`src/rtl/lcd_pkg.sv`:
```
// Shared definitions for the LCD bus receiver: HD44780-style command opcodes,
// character-buffer geometry, the controller state enum and a cursor-step helper.
package lcd_pkg;

  // Command opcode bases; a command belongs to the highest base it reaches.
  localparam logic [7:0] CMD_CLEAR   = 8'h01;
  localparam logic [7:0] CMD_HOME    = 8'h02;
  localparam logic [7:0] CMD_ENTRY   = 8'h04;
  localparam logic [7:0] CMD_DISPLAY = 8'h08;
  localparam logic [7:0] CMD_SHIFT   = 8'h10;
  localparam logic [7:0] CMD_CGRAM   = 8'h40;
  localparam logic [7:0] CMD_DDRAM   = 8'h80;

  localparam logic [7:0] BLANK_CHAR  = 8'h20;
  localparam logic [6:0] LINE2_BASE  = 7'h40;
  localparam int         BUF_DEPTH   = 32;

  typedef enum logic {
    ST_IDLE     = 1'b0,
    ST_CLEARING = 1'b1
  } lcd_state_e;

  // Linear 5-bit index space: wraps 31->0 on increment and 0->31 on decrement.
  function automatic logic [4:0] step_cursor(input logic [4:0] cur, input logic inc);
    return inc ? (cur + 5'd1) : (cur - 5'd1);
  endfunction

endpackage

```
`src/rtl/lcd_strobe_detect.sv`:
```
// Synchronizes the asynchronous LCD bus (RS, RW, EN, DATA) into clk, measures
// the synchronized EN high width and flags each falling edge as either a valid
// strobe (high for at least MIN_EN_HIGH cycles) or a short, discarded pulse.
// Ports:
//   clk, reset            - system clock, synchronous active-high reset
//   lcd_rs/rw/en/data     - raw bus inputs
//   strobe_valid          - 1-cycle pulse on a qualified EN falling edge
//   strobe_short          - 1-cycle pulse on a too-short EN falling edge
//   strobe_rs/rw/data     - bus fields captured on the last EN-high cycle
module lcd_strobe_detect #(
  parameter int MIN_EN_HIGH = 2
) (
  input  logic       clk,
  input  logic       reset,
  input  logic       lcd_rs,
  input  logic       lcd_rw,
  input  logic       lcd_en,
  input  logic [7:0] lcd_data,
  output logic       strobe_valid,
  output logic       strobe_short,
  output logic       strobe_rs,
  output logic       strobe_rw,
  output logic [7:0] strobe_data
);

  localparam int             CW      = (MIN_EN_HIGH < 1) ? 1 : $clog2(MIN_EN_HIGH + 1);
  localparam logic [CW-1:0]  CNT_MAX = CW'(MIN_EN_HIGH);

  // Bus packing: [10]=RS, [9]=RW, [8]=EN, [7:0]=DATA
  logic [10:0]   sync1_q, sync2_q;
  logic [CW-1:0] cnt_q, cnt_d;
  logic [9:0]    samp_q, samp_d;
  logic          en_s, fall;

  always_comb begin
    en_s  = sync2_q[8];
    // Counter saturates at the threshold; it only needs to tell "long enough".
    cnt_d = cnt_q;
    if (en_s) begin
      if (cnt_q != CNT_MAX) cnt_d = cnt_q + CW'(1);
    end else begin
      cnt_d = '0;
    end
    // Keep overwriting while EN is high so the last high cycle's fields remain.
    samp_d = samp_q;
    if (en_s) samp_d = {sync2_q[10:9], sync2_q[7:0]};
    fall = !en_s && (cnt_q != '0);
  end

  assign strobe_valid = fall && (cnt_q >= CNT_MAX);
  assign strobe_short = fall && (cnt_q <  CNT_MAX);
  assign strobe_rs    = samp_q[9];
  assign strobe_rw    = samp_q[8];
  assign strobe_data  = samp_q[7:0];

  always_ff @(posedge clk) begin
    if (reset) begin
      sync1_q <= '0;
      sync2_q <= '0;
      cnt_q   <= '0;
      samp_q  <= '0;
    end else begin
      sync1_q <= {lcd_rs, lcd_rw, lcd_en, lcd_data};
      sync2_q <= sync1_q;
      cnt_q   <= cnt_d;
      samp_q  <= samp_d;
    end
  end

endmodule

```
`src/rtl/lcd_bus_receiver.sv`:
```
// Receives writes from an HD44780-style parallel LCD bus and maintains a
// 32-entry character buffer (two lines of 16) plus cursor/display state.
// Ports:
//   clk, reset          - system clock, synchronous active-high reset
//   LCD_ON              - panel power; strobes ignored when low
//   LCD_RS/RW/EN/DATA   - LCD bus (asynchronous to clk)
//   rd_addr / rd_char   - buffer read port, 1-cycle registered latency
//   cursor              - current write index
//   display_on          - display-on bit from last display-control command
//   busy                - high while the buffer clear runs
//   cmd_count           - accepted commands + data writes, wraps at 256
//   protocol_err        - sticky error flag, cleared only by reset
module lcd_bus_receiver
  import lcd_pkg::*;
#(
  parameter int MIN_EN_HIGH = 2
) (
  input  logic       clk,
  input  logic       reset,
  input  logic       LCD_ON,
  input  logic       LCD_RS,
  input  logic       LCD_EN,
  input  logic       LCD_RW,
  input  logic [7:0] LCD_DATA,
  input  logic [4:0] rd_addr,
  output logic [7:0] rd_char,
  output logic [4:0] cursor,
  output logic       display_on,
  output logic       busy,
  output logic [7:0] cmd_count,
  output logic       protocol_err
);

  logic       strobe_valid, strobe_short, strobe_rs, strobe_rw;
  logic [7:0] strobe_data;

  lcd_strobe_detect #(.MIN_EN_HIGH(MIN_EN_HIGH)) u_strobe (
    .clk          (clk),
    .reset        (reset),
    .lcd_rs       (LCD_RS),
    .lcd_rw       (LCD_RW),
    .lcd_en       (LCD_EN),
    .lcd_data     (LCD_DATA),
    .strobe_valid (strobe_valid),
    .strobe_short (strobe_short),
    .strobe_rs    (strobe_rs),
    .strobe_rw    (strobe_rw),
    .strobe_data  (strobe_data)
  );

  logic [7:0] mem [BUF_DEPTH];

  lcd_state_e state_q, state_d;
  logic [4:0] clr_idx_q, clr_idx_d;
  logic [4:0] cursor_q, cursor_d;
  logic       inc_q, inc_d;
  logic       display_on_q, display_on_d;
  logic [7:0] cmd_count_q, cmd_count_d;
  logic       err_q, err_d;
  logic [7:0] rd_char_q;

  logic       mem_we;
  logic [4:0] mem_waddr;
  logic [7:0] mem_wdata;
  logic       strobe_live;
  logic [6:0] ddram_addr;

  always_comb begin
    state_d      = state_q;
    clr_idx_d    = clr_idx_q;
    cursor_d     = cursor_q;
    inc_d        = inc_q;
    display_on_d = display_on_q;
    cmd_count_d  = cmd_count_q;
    err_d        = err_q;
    mem_we       = 1'b0;
    mem_waddr    = cursor_q;
    mem_wdata    = strobe_data;
    ddram_addr   = strobe_data[6:0];
    // With the panel off the bus is treated as idle noise: no action, no error.
    strobe_live  = strobe_valid && LCD_ON;

    unique case (state_q)
      ST_CLEARING: begin
        mem_we    = 1'b1;
        mem_waddr = clr_idx_q;
        mem_wdata = BLANK_CHAR;
        clr_idx_d = clr_idx_q + 5'd1;
        if (clr_idx_q == 5'(BUF_DEPTH - 1)) begin
          state_d  = ST_IDLE;
          cursor_d = '0;
          inc_d    = 1'b1;
        end
        // Strobes during a clear are dropped uncounted.
        if (strobe_live) err_d = 1'b1;
      end

      default: begin
        if (strobe_live) begin
          if (strobe_rw) begin
            err_d = 1'b1;
          end else if (strobe_rs) begin
            mem_we      = 1'b1;
            cursor_d    = step_cursor(cursor_q, inc_q);
            cmd_count_d = cmd_count_q + 8'd1;
          end else if (strobe_data >= CMD_DDRAM) begin
            if (ddram_addr[6:4] == 3'b000) begin
              cursor_d    = {1'b0, ddram_addr[3:0]};
              cmd_count_d = cmd_count_q + 8'd1;
            end else if (ddram_addr[6:4] == LINE2_BASE[6:4]) begin
              cursor_d    = {1'b1, ddram_addr[3:0]};
              cmd_count_d = cmd_count_q + 8'd1;
            end else begin
              err_d = 1'b1;
            end
          end else begin
            cmd_count_d = cmd_count_q + 8'd1;
            if (strobe_data >= CMD_SHIFT) begin
              // Shift, function set and CGRAM addressing have no modelled effect.
            end else if (strobe_data >= CMD_DISPLAY) begin
              display_on_d = strobe_data[2];
            end else if (strobe_data >= CMD_ENTRY) begin
              inc_d = strobe_data[1];
            end else if (strobe_data >= CMD_HOME) begin
              cursor_d = '0;
            end else if (strobe_data == CMD_CLEAR) begin
              state_d   = ST_CLEARING;
              clr_idx_d = '0;
            end
          end
        end
      end
    endcase

    // A too-short pulse is a protocol error regardless of state.
    if (strobe_short && LCD_ON) err_d = 1'b1;
  end

  always_ff @(posedge clk) begin
    if (reset) begin
      state_q      <= ST_IDLE;
      clr_idx_q    <= '0;
      cursor_q     <= '0;
      inc_q        <= 1'b1;
      display_on_q <= 1'b0;
      cmd_count_q  <= '0;
      err_q        <= 1'b0;
      rd_char_q    <= '0;
    end else begin
      state_q      <= state_d;
      clr_idx_q    <= clr_idx_d;
      cursor_q     <= cursor_d;
      inc_q        <= inc_d;
      display_on_q <= display_on_d;
      cmd_count_q  <= cmd_count_d;
      err_q        <= err_d;
      rd_char_q    <= mem[rd_addr];
    end
  end

  // Buffer contents survive reset; the write port is gated so a reset
  // landing mid-clear stops the clear on that same edge.
  always_ff @(posedge clk) begin
    if (mem_we && !reset) mem[mem_waddr] <= mem_wdata;
  end

  assign rd_char      = rd_char_q;
  assign cursor       = cursor_q;
  assign display_on   = display_on_q;
  assign busy         = (state_q == ST_CLEARING);
  assign cmd_count    = cmd_count_q;
  assign protocol_err = err_q;

endmodule

```
`config.mk`:
```
export PLATFORM = sky130hd
export DESIGN_NAME = lcd_bus_receiver
export DESIGN_NICKNAME = d
export VERILOG_FILES = /design/src/rtl/lcd_pkg.sv /design/src/rtl/lcd_strobe_detect.sv /design/src/rtl/lcd_bus_receiver.sv
export SDC_FILE = /design/constraint.sdc
export NUM_CORES = 1
export LEC_CHECK = 0
export CAP_MARGIN = 30
export CORE_MARGIN = 1.5
export CORE_UTILIZATION = 30
export CTS_CLUSTER_SIZE = 40
export DETAILED_ROUTE_END_ITERATION = 10
export SLEW_MARGIN = 20
export SYNTH_ARGS = -nofsm -noshare
export SYNTH_HDL_FRONTEND = slang
export SYNTH_SLANG_ARGS = --single-unit
```
`constraint.sdc`:
```
create_clock -name clk -period 2.29 [get_ports clk]
set_input_delay 0.458 -clock clk [delete_from_list [all_inputs] [get_ports clk]]
set_output_delay 0.458 -clock clk [all_outputs]
set_load 0.01 [all_outputs]
```
==> metrics <==
status finished clean; peak-usage layer in the global routing report met2; fraction of power consumed by the clock network 43.2%; mean cell area of the mapped netlist 17.8 µm²; fraction of synthesized cell area in xor and xnor cells 0.622%; global routing usage on met2 21.0%; most instantiated flip-flop cell in the synthesis netlist sky130_fd_sc_hd__edfxtp_1; multi-input gate area in the final layout 3440 µm²; RSZ-0062 raised after global routing yes; remaining design rule violation count 0; share of cells above drive strength 1 25.4%; Switching Power 2.39 mW; Final Hold Fails 0; antenna-violating nets left 0; top-level port count 43; Comb pwr share 4.0%; kind of end point of the critical path register; r2r worst-path depth 9; fraction of synthesized area in multiplexers 14.8%; Antenna Cells 0; Net Sw Frac 20.2%; Synthesis Warnings 0; Setup crit start kind register; leading post-synthesis cells by cell area sky130_fd_sc_hd__edfxtp_1, sky130_fd_sc_hd__dfxtp_1, sky130_fd_sc_hd__mux4_2, sky130_fd_sc_hd__mux4_1, sky130_fd_sc_hd__nor2_1; synthesized cell area 12700 µm²; number of global-route vias before repair 6876; die height 209 µm; Max Freq 0.455 GHz; number of cells on the worst hold path 2; normalized max-slew margin 52.1%; initial antenna violation count 0; Peak supply drop 0.000512 V; cell type with the highest aggregate area in the netlist sky130_fd_sc_hd__edfxtp_1; Site Rows 75; list of most frequent post-synthesis cells sky130_fd_sc_hd__edfxtp_1, sky130_fd_sc_hd__nor2_1, sky130_fd_sc_hd__dfxtp_1; Via Count 6673; adder-cell share of the synthesized area 0.947%; count of flip-flops with a built-in enable after synthesis 256; number of optimization iterations in the first detailed-route pass 5; setup fix buffers added after clock tree synthesis 0; area fraction in compound gates after synthesis 3.79%; Max Transition Viols Final 0; minimum setup slack in the final design 0.0903 ns; fill count 3873; clock tree from TritonCTS built; maximum fanout count along the critical path 5; data arrival at the endpoint of the critical path 2.47 ns; CTS clock-pin slew for the worst setup and hold paths 0.07 ns; most repeated cell in the gate-level netlist after synthesis sky130_fd_sc_hd__edfxtp_1; largest family of logic cells by synthesized area multiplexers; Clock Tree Root sky130_fd_sc_hd__clkbuf_16; Sequential Area 8970 µm²; pin slew with the least headroom to its limit 0.717 ns; H-tree depth 1; Period Utilization, post-route 96.1%; Power Internal 9.44 mW; number of port buffers 42; proportion of power drawn by flip-flops and latches 52.9%; total clock buffers created by CTS 31; width of the chip 209 µm; count of final setup violators 0; insertion delay of the later-clocked pin in the worst-skew pair 0.57 ns; # nets final 868; mean routed wirelength per cell 19.1 µm; final critical path time including I/O delays and setup 2.20 ns; Required @ worst endpoint 2.56 ns; Leak Pwr 5.15 nW; maximum number of pins on one net before global-route repair 57; DP Wirelength 17.0 mm; count of distinct cell types in the synthesized netlist 60; total routed wirelength 26.8 mm; total overflow reported by the global router 0; number of instances in the synthesized netlist 713; clock sink total 320; Cell Pwr Density 767 nW/µm²; initial core utilization 30.3%; initial drt markers 459; total of max-cap violations 0; Setup Total Neg Slack 0 ns; Fin Clk Skew 0.0182 ns; Vias per Instance 4.75; synthesized flop and latch total 320; first-pass GRT wire length 41.0 mm; Async S/R FF share, synth 0%; area share of the leading cell type in the synthesized netlist 60.6%; Total Routing Usage GR 12.3%; Mapped Nets 741; simple-gate area share of the yosys netlist 6.44%; worst setup timing slack at the placement stage -0.345 ns; met1 Usage GRT 16.3%; path class of the lowest-slack min-delay path in -> reg; final RePlAce weighted congestion 0.750; growth of design area from synthesis to finish 21.6%; category of the most critical setup path reg -> reg; Hold-fix buffers, CTS 0; maximum buffer depth of the clock tree 3; register area share after synthesis 70.7%; met3 track demand over resource in global routing 2.37%; total core area 41900 µm²; full die area 43500 µm²
[cell usage in the layout, fill, tap and decap left out, drive strengths merged, types with 2 or more instances in the layout]
cell type,count
edfxtp,256
buf,90
mux4,72
nor2,67
dfxtp,64
clkdlybuf4s50,39
clkbuf,38
nor2b,36
inv,23
mux2i,17
nand2,16
a2111oi,16
a21oi,12
clkinv,11
o21ai,9
nor3,8
o22ai,8
ha,8
xnor2,7
nand2b,5
nand3,5
nand3b,4
or3,4
nor4,4
clkinvlp,4
bufinv,4
a31oi,4
or2,2
nor3b,2
and3,2
or3b,2
a22oi,2
xor2,2
a21o,2
a211oi,2
a41oi,2
[power groups by stage]
stage	registers, mW	clock network, mW	logic (mW)
6_report	6.25	5.11	0.469
5_1_grt	6.25	5.46	0.503
4_1_cts	6.25	5.22	0.479
3_5_place_dp	6.38	0	0.477
3_3_place_gp	6.38	0	0.474
2_1_floorplan	6.38	0	0.284
[worst max-delay path, stage by stage (launching register included)]
cell and delay (ns):
sky130_fd_sc_hd__dfxtp_1 0.34, sky130_fd_sc_hd__inv_1 0.07, sky130_fd_sc_hd__ha_1 0.20, sky130_fd_sc_hd__nor3b_2 0.24, sky130_fd_sc_hd__a41oi_2 0.19, sky130_fd_sc_hd__nor3_1 0.20
sky130_fd_sc_hd__buf_4 0.19, sky130_fd_sc_hd__nand2_1 0.12, sky130_fd_sc_hd__nor2_1 0.16, sky130_fd_sc_hd__buf_4 0.18
[registers in the layout (all words and copies together) (netlist names)]
name              cells
mem                 256
u_strobe.sync1_q     11
u_strobe.sync2_q     11
u_strobe.samp_q      10
cmd_count             8
rd_char               8
clr_idx_q             5
cursor                5
u_strobe.cnt_q        2
busy                  1
display_on            1
inc_q                 1
protocol_err          1
[layout make-up]
type / count / share of cell area, %
Clock inverter: 20 / 1.43
Sequential cell: 320 / 58.2
Multi-Input combinational cell: 336 / 22.3
Inverter: 22 / 0.536
Clock buffer: 38 / 5.20
Timing Repair Buffer: 129 / 7.93
Tap cell: 539 / 4.37
[final timing paths]
check,from,endpoint,slack [ns]
setup reg to reg,u_strobe.cnt_q[0]$_SDFFE_PP0N_,mem[29][4]$_DFFE_PP_,0.09
hold reg to reg,u_strobe.sync1_q[2]$_SDFF_PP0_,u_strobe.sync2_q[2]$_SDFF_PP0_,0.43
setup / recovery,u_strobe.cnt_q[0]$_SDFFE_PP0N_,mem[29][4]$_DFFE_PP_,0.09
hold / removal,reset,rd_char[7]$_SDFF_PP0_,0.35
[timing repair]
action                                  in CTS  in global routing
pin swaps                                    0                  4
resized for setup                            1                 30
endpoints found under the setup margin       1                227
hold endpoints to repair                     0                  0
[metrics by stage]
stage | std cells | utilization [%] | instance area, µm² | total power [mW] | hold WS [ns]
after global routing | 1404 | 36.8 | 15400 | 12.2 | 0.340
after detailed placement | 1344 | 34.1 | 14300 | 6.85 | 0.421
final | 1404 | 36.8 | 15400 | 11.8 | 0.348
after CTS | 1402 | 36.6 | 15300 | 11.9 | 0.313
after floorplan | 713 | - | 12700 | 6.66 | 0.414
after global placement | 1343 | 34.1 | 14300 | 6.85 | 0.421
[layer usage]
| layer | up-vias | wire length [µm] |
|---|---|---|
| met5 | - | 0 |
| met4 | 0 | 461 |
| met3 | 31 | 1220 |
| li1 | 3078 | - |
| met1 | 3416 | 11800 |
| met2 | 148 | 13400 |
[cell families after synthesis]
logic type / count (synthesis)
xor gates and xnor gates: 9
muxes: 90
buffers and inverters: 57
adders and majority gates: 9
and+or+nand+nor: 162
AOI/OAI and AO/OA: 66
DFF: 320
No activity file was read; power rests on OpenSTA's default activity.
